File: src/rtl/bank_pkg.sv
// Shared constants and types for the bank crossbar reorder buffer.
package bank_pkg;

   localparam int unsigned CH_NUM    = 3;
   localparam int unsigned ROB_DEPTH = 8;
   localparam int unsigned ROB_IDX_W = 3;
   localparam int unsigned DATA_W    = 128;
   localparam int unsigned CH_ID_W   = 2;

   typedef logic [CH_ID_W-1:0]   ch_id_t;
   typedef logic [ROB_IDX_W-1:0] rob_idx_t;

   // Advance a ROB index, wrapping at the configured depth.
   function automatic rob_idx_t rob_next(input rob_idx_t idx, input int unsigned depth);
      if (32'(idx) == depth - 32'd1) begin
         return '0;
      end
      return idx + ROB_IDX_W'(1);
   endfunction

endpackage

File: src/rtl/bank_xbar_rob_ch.sv
// Single-channel reorder buffer: slot write port, in-order head drain, credit pulse.
module bank_xbar_rob_ch #(
   parameter int unsigned DATA_W    = bank_pkg::DATA_W,
   parameter int unsigned ROB_DEPTH = bank_pkg::ROB_DEPTH
) (
   input  logic                    clk_i,
   input  logic                    rst_i,
   input  logic                    wr_en_i,
   input  bank_pkg::rob_idx_t      wr_idx_i,
   input  logic [DATA_W-1:0]       wr_data_i,
   output logic [ROB_DEPTH-1:0]    slot_valid_o,
   output logic                    rsp_valid_o,
   input  logic                    rsp_ready_i,
   output logic [DATA_W-1:0]       rsp_data_o,
   output logic                    credit_o
);
   import bank_pkg::*;

   logic [ROB_DEPTH-1:0] valid_q, valid_d;
   logic [DATA_W-1:0]    data_q [ROB_DEPTH];
   rob_idx_t             head_q, head_d;
   logic                 credit_q;
   logic                 drain_c;

   // Head entry is presented directly from state, so valid never depends on ready.
   assign rsp_valid_o  = valid_q[head_q];
   assign rsp_data_o   = data_q[head_q];
   assign drain_c      = rsp_valid_o & rsp_ready_i;
   assign slot_valid_o = valid_q;
   assign credit_o     = credit_q;

   // Next-state valid bits and head: drain clears head, write sets its slot.
   always_comb begin
      valid_d = valid_q;
      head_d  = head_q;
      if (drain_c) begin
         valid_d[head_q] = 1'b0;
         head_d          = rob_next(head_q, ROB_DEPTH);
      end
      if (wr_en_i) begin
         valid_d[wr_idx_i] = 1'b1;
      end
   end

   // Control state; reset discards buffered entries and any pending credit.
   always_ff @(posedge clk_i or posedge rst_i) begin
      if (rst_i) begin
         valid_q  <= '0;
         head_q   <= '0;
         credit_q <= 1'b0;
      end else begin
         valid_q  <= valid_d;
         head_q   <= head_d;
         credit_q <= drain_c;
      end
   end

   // Data storage is not reset; the valid bits qualify it.
   always_ff @(posedge clk_i) begin
      if (wr_en_i) begin
         data_q[wr_idx_i] <= wr_data_i;
      end
   end

endmodule

File: src/rtl/bank_xbar_rob.sv
// Crossbar from the SRAM controller into per-channel reorder buffers.
module bank_xbar_rob #(
   parameter int unsigned DATA_W    = 128,
   parameter int unsigned ROB_DEPTH = 8
) (
   input  logic              clk_i,
   input  logic              rst_i,
   input  logic              sc_xbar_valid_i,
   output logic              sc_xbar_ready_o,
   input  logic [1:0]        sc_xbar_channel_id_i,
   input  logic [2:0]        sc_xbar_rob_num_i,
   input  logic [DATA_W-1:0] sc_xbar_data_i,
   output logic              ch0_rsp_valid_o,
   input  logic              ch0_rsp_ready_i,
   output logic [DATA_W-1:0] ch0_rsp_data_o,
   output logic              ch1_rsp_valid_o,
   input  logic              ch1_rsp_ready_i,
   output logic [DATA_W-1:0] ch1_rsp_data_o,
   output logic              ch2_rsp_valid_o,
   input  logic              ch2_rsp_ready_i,
   output logic [DATA_W-1:0] ch2_rsp_data_o,
   output logic              xbar_isu_ch0_credit_o,
   output logic              xbar_isu_ch1_credit_o,
   output logic              xbar_isu_ch2_credit_o,
   output logic              err_illegal_ch_o
);
   import bank_pkg::*;

   logic [CH_NUM-1:0]                 wr_en_c;
   logic [CH_NUM-1:0]                 rsp_valid;
   logic [CH_NUM-1:0]                 rsp_ready;
   logic [CH_NUM-1:0]                 credit;
   logic [CH_NUM-1:0][DATA_W-1:0]     rsp_data;
   logic [CH_NUM-1:0][ROB_DEPTH-1:0]  slot_valid;
   logic                              legal_ch_c;
   logic                              slot_busy_c;
   logic                              err_q;

   assign legal_ch_c = (32'(sc_xbar_channel_id_i) < CH_NUM);

   // Occupancy of the addressed slot on the addressed channel.
   always_comb begin
      slot_busy_c = 1'b0;
      for (int unsigned n = 0; n < CH_NUM; n++) begin
         if (sc_xbar_channel_id_i == CH_ID_W'(n)) begin
            slot_busy_c = slot_valid[n][sc_xbar_rob_num_i];
         end
      end
   end

   // Illegal channels are always sunk; legal ones stall on an occupied slot.
   assign sc_xbar_ready_o = ~legal_ch_c | ~slot_busy_c;

   // Channel decode of an accepted response into a single write enable.
   always_comb begin
      wr_en_c = '0;
      for (int unsigned n = 0; n < CH_NUM; n++) begin
         wr_en_c[n] = sc_xbar_valid_i & sc_xbar_ready_o & legal_ch_c &
                      (sc_xbar_channel_id_i == CH_ID_W'(n));
      end
   end

   assign rsp_ready = {ch2_rsp_ready_i, ch1_rsp_ready_i, ch0_rsp_ready_i};

   for (genvar n = 0; n < CH_NUM; n++) begin : g_ch
      bank_xbar_rob_ch #(
         .DATA_W    (DATA_W),
         .ROB_DEPTH (ROB_DEPTH)
      ) u_ch (
         .clk_i        (clk_i),
         .rst_i        (rst_i),
         .wr_en_i      (wr_en_c[n]),
         .wr_idx_i     (sc_xbar_rob_num_i),
         .wr_data_i    (sc_xbar_data_i),
         .slot_valid_o (slot_valid[n]),
         .rsp_valid_o  (rsp_valid[n]),
         .rsp_ready_i  (rsp_ready[n]),
         .rsp_data_o   (rsp_data[n]),
         .credit_o     (credit[n])
      );
   end

   // Sticky flag for a response addressed to a nonexistent channel.
   always_ff @(posedge clk_i or posedge rst_i) begin
      if (rst_i) begin
         err_q <= 1'b0;
      end else if (sc_xbar_valid_i && !legal_ch_c) begin
         err_q <= 1'b1;
      end
   end

   assign err_illegal_ch_o      = err_q;
   assign ch0_rsp_valid_o       = rsp_valid[0];
   assign ch1_rsp_valid_o       = rsp_valid[1];
   assign ch2_rsp_valid_o       = rsp_valid[2];
   assign ch0_rsp_data_o        = rsp_data[0];
   assign ch1_rsp_data_o        = rsp_data[1];
   assign ch2_rsp_data_o        = rsp_data[2];
   assign xbar_isu_ch0_credit_o = credit[0];
   assign xbar_isu_ch1_credit_o = credit[1];
   assign xbar_isu_ch2_credit_o = credit[2];

endmodule

File: config.mk
export PLATFORM = sky130hd
export DESIGN_NAME = bank_xbar_rob
export DESIGN_NICKNAME = d
export VERILOG_FILES = /design/src/rtl/bank_pkg.sv /design/src/rtl/bank_xbar_rob_ch.sv /design/src/rtl/bank_xbar_rob.sv
export SDC_FILE = /design/constraint.sdc
export NUM_CORES = 2
export LEC_CHECK = 0
export ABC_CLOCK_PERIOD_IN_PS = 15200
export CORE_UTILIZATION = 45
export CTS_BUF_LIST = sky130_fd_sc_hd__clkbuf_2 sky130_fd_sc_hd__clkbuf_4 sky130_fd_sc_hd__clkbuf_8
export CTS_CLUSTER_DIAMETER = 60
export DETAILED_ROUTE_END_ITERATION = 8
export PLACE_DENSITY = 0.63
export SYNTH_ARGS = -nofsm -noshare
export SYNTH_HDL_FRONTEND = slang
export SYNTH_SLANG_ARGS = --single-unit
File: constraint.sdc
create_clock -name clk_i -period 15.2 [get_ports clk_i]
set_input_delay 1.52 -clock clk_i [delete_from_list [all_inputs] [get_ports clk_i]]
set_output_delay 1.52 -clock clk_i [all_outputs]
set_load 0.005 [all_outputs]
* After elaboration in Yosys (flattened, before gate mapping)
Memory sizes are Yosys's and may differ from the RTL's. Cells that the tools add are included.
Storage, ports and cells: register bits 37, bits in writable memories 3072, bits of input ports 139, memories kept 3
Cells by class: $add $sub $neg 3, magnitude comparators 9, equality and inequality tests 5, multiplexer cells 47, bitwise operators 20, reductions and logical operators 7
Memories:
- g_ch[0].u_ch.data_q | words 8, width 128, read ports 1, clocked after memory_dff 0, write ports 1, line bank_xbar_rob_ch.sv:20 | logic [DATA_W-1:0] data_q [ROB_DEPTH];
- g_ch[1].u_ch.data_q | words 8, width 128, read ports 1, clocked after memory_dff 0, write ports 1, line bank_xbar_rob_ch.sv:20
- g_ch[2].u_ch.data_q | words 8, width 128, read ports 1, clocked after memory_dff 0, write ports 1, line bank_xbar_rob_ch.sv:20
Operators with widths (count):
- two-way mux 8 bit | 6
- two-way mux 1 bit | 25
- AND 8 bit | 3
- inverter 8 bit | 3
- bitwise OR 8 bit | 3
- binary-select mux 1 bit (select 3 bit) | 6
- two-way mux 3 bit | 6
- less-than comparator 3 x 4 -> 1 bit, second input constant | 4
- demux 1 bit (select 3 bit) | 4
- greater-or-equal comparator 3 x 1 -> 1 bit, second input constant | 4
- adder 3 x 1 -> 3 bit, second input constant | 3
- equality test 3 bit, second input constant | 3
- AND 1 bit | 8
- logical AND 1 bit | 5
- equality test 2 x 1 -> 1 bit, second input constant | 1
- equality test 2 bit, second input constant | 1
- zero test 2 bit | 1
- less-than comparator 2 bit, second input constant | 1
- inverter 1 bit | 2
- zero test 1 bit | 1
- bitwise OR 1 bit | 1

* Logic depth before layout (Yosys ltp)
depth in word-level cells 12, mapped depth 9

* Cells and area by module
A second synthesis with hierarchy kept.
Unflattened totals: cell total of the unflattened synthesis 5928, area total of the unflattened synthesis 116377.9 µm²
By module, submodules not included:
- bank_xbar_rob_ch (g_ch[1].u_ch ...) | times used 2, cells each 1986, area an instance 38542.0 µm²
- bank_xbar_rob_ch (g_ch[0].u_ch) | times used 1, cells each 1935, area an instance 38983.6 µm²
- bank_xbar_rob | times used 1, cells each 21, area an instance 310.3 µm²

* Least setup slack after synthesis
OpenSTA, ideal clock, no wires.
path type input to register, start point input sc_xbar_rob_num_i[0], end point memory g_ch[2].u_ch.data_q[2][0], enable pin, setup time 0.772 ns, data arrival time 11.233 ns, slack 3.195 ns, stages on the path 7, path through buf_4 -> buf_4 -> or3_1 -> a21oi_2 -> a2111oi_4 -> buf_6 -> nor3_1
On the way: cells in the longest elaborated chain, start to end 12
RTL lines:
- start, declared | line bank_xbar_rob.sv:11 | input logic [2:0] sc_xbar_rob_num_i,
- binary-select mux 1 bit (select 3 bit) | line bank_xbar_rob.sv:46 | slot_busy_c = slot_valid[n][sc_xbar_rob_num_i];
- two-way mux 1 bit (implied by the code) | line bank_xbar_rob.sv:46
- two-way mux 1 bit (3 in a row) | line bank_xbar_rob.sv:45 | if (sc_xbar_channel_id_i == CH_ID_W'(n)) begin
- inverter 1 bit | line bank_xbar_rob.sv:52 | assign sc_xbar_ready_o = ~legal_ch_c | ~slot_busy_c;
- bitwise OR 1 bit | line bank_xbar_rob.sv:52
- AND 1 bit (3 in a row) | line bank_xbar_rob.sv:58 | wr_en_c[n] = sc_xbar_valid_i & sc_xbar_ready_o & legal_ch_c &
- two-way mux 1 bit | line bank_xbar_rob_ch.sv:60 | if (wr_en_i) begin
- two-way mux 1 bit (implied by the code) | line bank_xbar_rob_ch.sv:61 | data_q[wr_idx_i] <= wr_data_i;
- end, declared | line bank_xbar_rob_ch.sv:20
Parallel ways exist; a longest one is shown, timed or not. The select of a mux whose other input is x is not followed.

* Worst setup path after layout
start point register g_ch[2].u_ch.head_q[0], end point output ch2_rsp_data_o[81]
On the way: cells in the longest elaborated chain, start to end 1
RTL lines:
- start, declared | line bank_xbar_rob_ch.sv:21 | rob_idx_t head_q, head_d;
- start signal, assigned | line bank_xbar_rob_ch.sv:49 | head_q <= '0;
- start signal, assigned | line bank_xbar_rob_ch.sv:53 | head_q <= head_d;
- memory (8 x 128 bit)
- end, declared | line bank_xbar_rob.sv:21 | output logic [DATA_W-1:0] ch2_rsp_data_o,
Every way passes these cells.

==> results.json <==
{
  "status": "complete, but fails checks",
  "violations": "antenna violations, max-capacitance violations, max-slew violations",
  "worstHoldStart": "err_illegal_ch_o$_DFFE_PP0P_",
  "r2r_setup_slack_ns": 10.47,
  "synth_seq_area_share_pct": 80.2,
  "avgSynthCellArea_um2": 19.0,
  "end_kind": "output pin",
  "nNetsFinal": 7015,
  "die_area_um2": 260000,
  "period_share_pct": 50.6,
  "maxCapViolCount": 1,
  "crit-reg2reg-capture": "g_ch[0].u_ch.data_q[1][72]$_DFFE_PP_",
  "p_sw_mw": 8.89,
  "port_buffers": 530,
  "path_delay_family": "buffers and inverters",
  "yosys-top-cells-count": "edfxtp_1, a221oi_1, mux2_2",
  "die_w_um": 510,
  "start_util_pct": 45.3,
  "syn_inst": 6108,
  "cts-root-buf": "clkbuf_8",
  "via_count": 67200,
  "worstRegToRegCells": 7,
  "slew_headroom_pct": -0.772,
  "grt_first_pass_wirelength_um": 496000,
  "worst_pin_slew_ns": 1.51,
  "detail_route.vias_per_cell": 6.32,
  "synth_area_leader_cell": "edfxtp_1",
  "synth_top_area_share_pct": 79.4,
  "grt_setup_unrepaired": "no",
  "multi_input_area_um2": 21400,
  "seq_power_share_pct": 38.4,
  "grt_max_degree": 129,
  "worst_slack_ns": 7.51,
  "synth-seq-cells": 3109,
  "critPathMaxStageDelay_ns": 0.89,
  "ir_worst_vdd_mv": 0.174,
  "p_per_area_nw_per_um2": 189,
  "period_needed_ns": 7.69,
  "skew_ns": 0.0920,
  "p_leak_nw": 42.2,
  "pre_cts_slack_ns": 8.49,
  "wl_met1_um": 142000,
  "wl_met2_um": 167000,
  "required_ns": 13.68,
  "crit_chain": "buf_4, buf_4, nor3b_4, buf_4, a22oi_1, o21ai_1, clkdlybuf4s50_1",
  "p_comb_share_pct": 34.9,
  "ioPinCount": 531,
  "tns_ns": 0,
  "synthTopCellsByArea": "edfxtp_1, mux2_2, a221oi_1",
  "routedWlPerCell_um": 33.8,
  "syn_nets": 6253,
  "clock-sinks": 3109,
  "grt_use_total_pct": 27.1,
  "clkTransAtPathRegs_ns": 0.06,
  "hold_viol": 0,
  "grt_pass1_vias": 65500,
  "drt-initial-drc-count": 8465,
  "synth_most_common_cell": "edfxtp_1",
  "place_hpwl_um": 204000,
  "startpoint_type": "flop",
  "r2r-start": "g_ch[0].u_ch.slot_valid_o[2]$_DFF_PP0_",
  "syn_area_um2": 116000,
  "cts_buffers": 495,
  "place_congestion": 0.852,
  "crit_buf_inv": 4,
  "worstPathMaxFanout": 54,
  "crit_type": "reg -> out",
  "p_int_mw": 16.6,
  "synth-edff-count": 3072,
  "ctsResizeCount": 0,
  "nFillCells": 20200,
  "setup_violations": 0,
  "antenna_found_initial": 36,
  "fmax_mhz": 130,
  "yosys_warnings": 0,
  "path_common_cell": "buf_4",
  "whs_ns": 0.467,
  "ys.flop_type": "edfxtp_1",
  "synth.distinct_cells": 67,
  "ant_nets": 1,
  "power.share.clock_pct": 26.8,
  "maxSlewViolCount": 25,
  "cpMaxStageDelayCell": "dfrtp_4",
  "clock_latency_ns": 1.10,
  "cts_buffer_depth": 4,
  "final-seq-area_um2": 93200,
  "top_layer_used": "met5",
  "drc_errors": 0,
  "hold_buffers": 0,
  "whs_endpoint": "err_illegal_ch_o$_DFFE_PP0P_",
  "switching_share_pct": 34.9,
  "wirelength_um": 359000,
  "cts_tree": "yes",
  "placementRows": 186,
  "area_delta_synth_final_pct": 16.3,
  "postCtsSetupBuffers": 0,
  "coreArea_um2": 257000,
  "cp_data_arrival_time_ns": 6.17,
  "min_path_cells": 1,
  "htreeDepth": 5,
  "synth-async-reset-ratio_pct": 1.19,
  "hold_class": "reg -> reg",
  "wl_met3_um": 36300,
  "die_y_um": 510,
  "grt_overflow": 0,
  "drive_above_1_share_pct": 20.7,
  "drtPass1Iterations": 7
}
-- through the flow --
stage	area, um^2	util (%)	power [mW]	cells
2_1_floorplan	116000	-	13.7	6108
3_3_place_gp	126000	49.0	18.7	9757
3_5_place_dp	126000	49.0	18.8	9757
4_1_cts	135000	52.6	25.5	10600
5_1_grt	135000	52.6	26.3	10600
6_report	135000	52.6	25.5	10600
-- area by class of cell --
type                            instances  share of cell area (%)
Tap cell                             3384                    3.13
Multi-Input combinational cell       2545                    15.9
Inverter                               22                  0.0778
Clock inverter                        157                   0.702
Clock buffer                          700                    6.23
Sequential cell                      3109                    69.0
Timing Repair Buffer                  697                    4.98
Antenna cell                           17                  0.0315
-- power by group through the flow --
stage | Clock [mW] | Sequential [mW] | Combinational (mW)
after global placement | 0 | 9.95 | 8.79
final | 6.83 | 9.78 | 8.89
after CTS | 6.90 | 9.78 | 8.86
after global routing | 7.26 | 9.79 | 9.25
after detailed placement | 0 | 9.96 | 8.81
after floorplan | 0 | 9.77 | 3.92
-- how the worst max path moves through the flow --
stage / startpoint / endpoint / slack [ns] / cells after the start
2_1_floorplan: sc_xbar_rob_num_i[0] / g_ch[2].u_ch.data_q[2][0]$_DFFE_PP_ / 3.20 / 7
3_5_place_dp: sc_xbar_rob_num_i[1] / g_ch[0].u_ch.data_q[1][47]$_DFFE_PP_ / 8.49 / 8
4_1_cts: g_ch[2].u_ch.head_q[0]$_DFFE_PP0N_ / ch2_rsp_data_o[0] / 7.60 / 8
6_report: g_ch[2].u_ch.head_q[0]$_DFFE_PP0N_ / ch2_rsp_data_o[81] / 7.51 / 7
5_1_grt: g_ch[2].u_ch.head_q[0]$_DFFE_PP0N_ / ch2_rsp_data_o[81] / 7.47 / 7
3_3_place_gp: sc_xbar_rob_num_i[1] / g_ch[0].u_ch.data_q[1][42]$_DFFE_PP_ / 8.47 / 8
-- flip-flops by register name, summed over array words and instances, names as in the netlist --
signal,count
err_illegal_ch_o,1
g_ch.u_ch.credit_o,3
g_ch.u_ch.data_q,3072
g_ch.u_ch.head_q,9
g_ch.u_ch.slot_valid_o,24
-- metal layers --
| metal | up-vias | GRT usage [%] |
|---|---|---|
| met5 | - | 0 |
| met4 | 12 | 10.5 |
| met3 | 570 | 5.92 |
| met2 | 3917 | 42.5 |
| met1 | 35300 | 37.2 |
| li1 | 27300 | - |
-- cells by family after synthesis --
kind of cell	count (synthesis)	synth area share [%]
AO/OA/AOI/OAI	1609	10.6
buffers and inverters	454	1.72
flip-flops	3109	80.2
adder cells (fa/ha/maj)	6	0.0646
multiplexers	624	6.14
AND/OR/NAND/NOR	306	1.29
-- cells in the final DEF, fill, tap and decap left out, drive strengths merged, types with 10 or more instances in the layout --
cell / netlist / final
edfxtp: 3072 / 3072
clkbuf: 227 / 700
clkdlybuf4s50: 0 / 529
a221oi: 523 / 523
mux2: 440 / 440
a22oi: 424 / 424
o21ai: 275 / 275
buf: 205 / 168
mux2i: 157 / 157
clkinv: 1 / 140
nor2: 119 / 119
a21oi: 85 / 85
o221ai: 77 / 77
a22o: 72 / 72
nand2: 68 / 68
a222oi: 39 / 39
dfrtp: 37 / 37
o2bb2ai: 36 / 36
inv: 21 / 28
mux4: 27 / 27
nand3: 25 / 25
o22ai: 20 / 20
diode: 0 / 17
a221o: 13 / 13
nor3: 13 / 13
nand3b: 12 / 12
nor2b: 12 / 12
nand2b: 10 / 10
(Power assumes the default switching activity.)
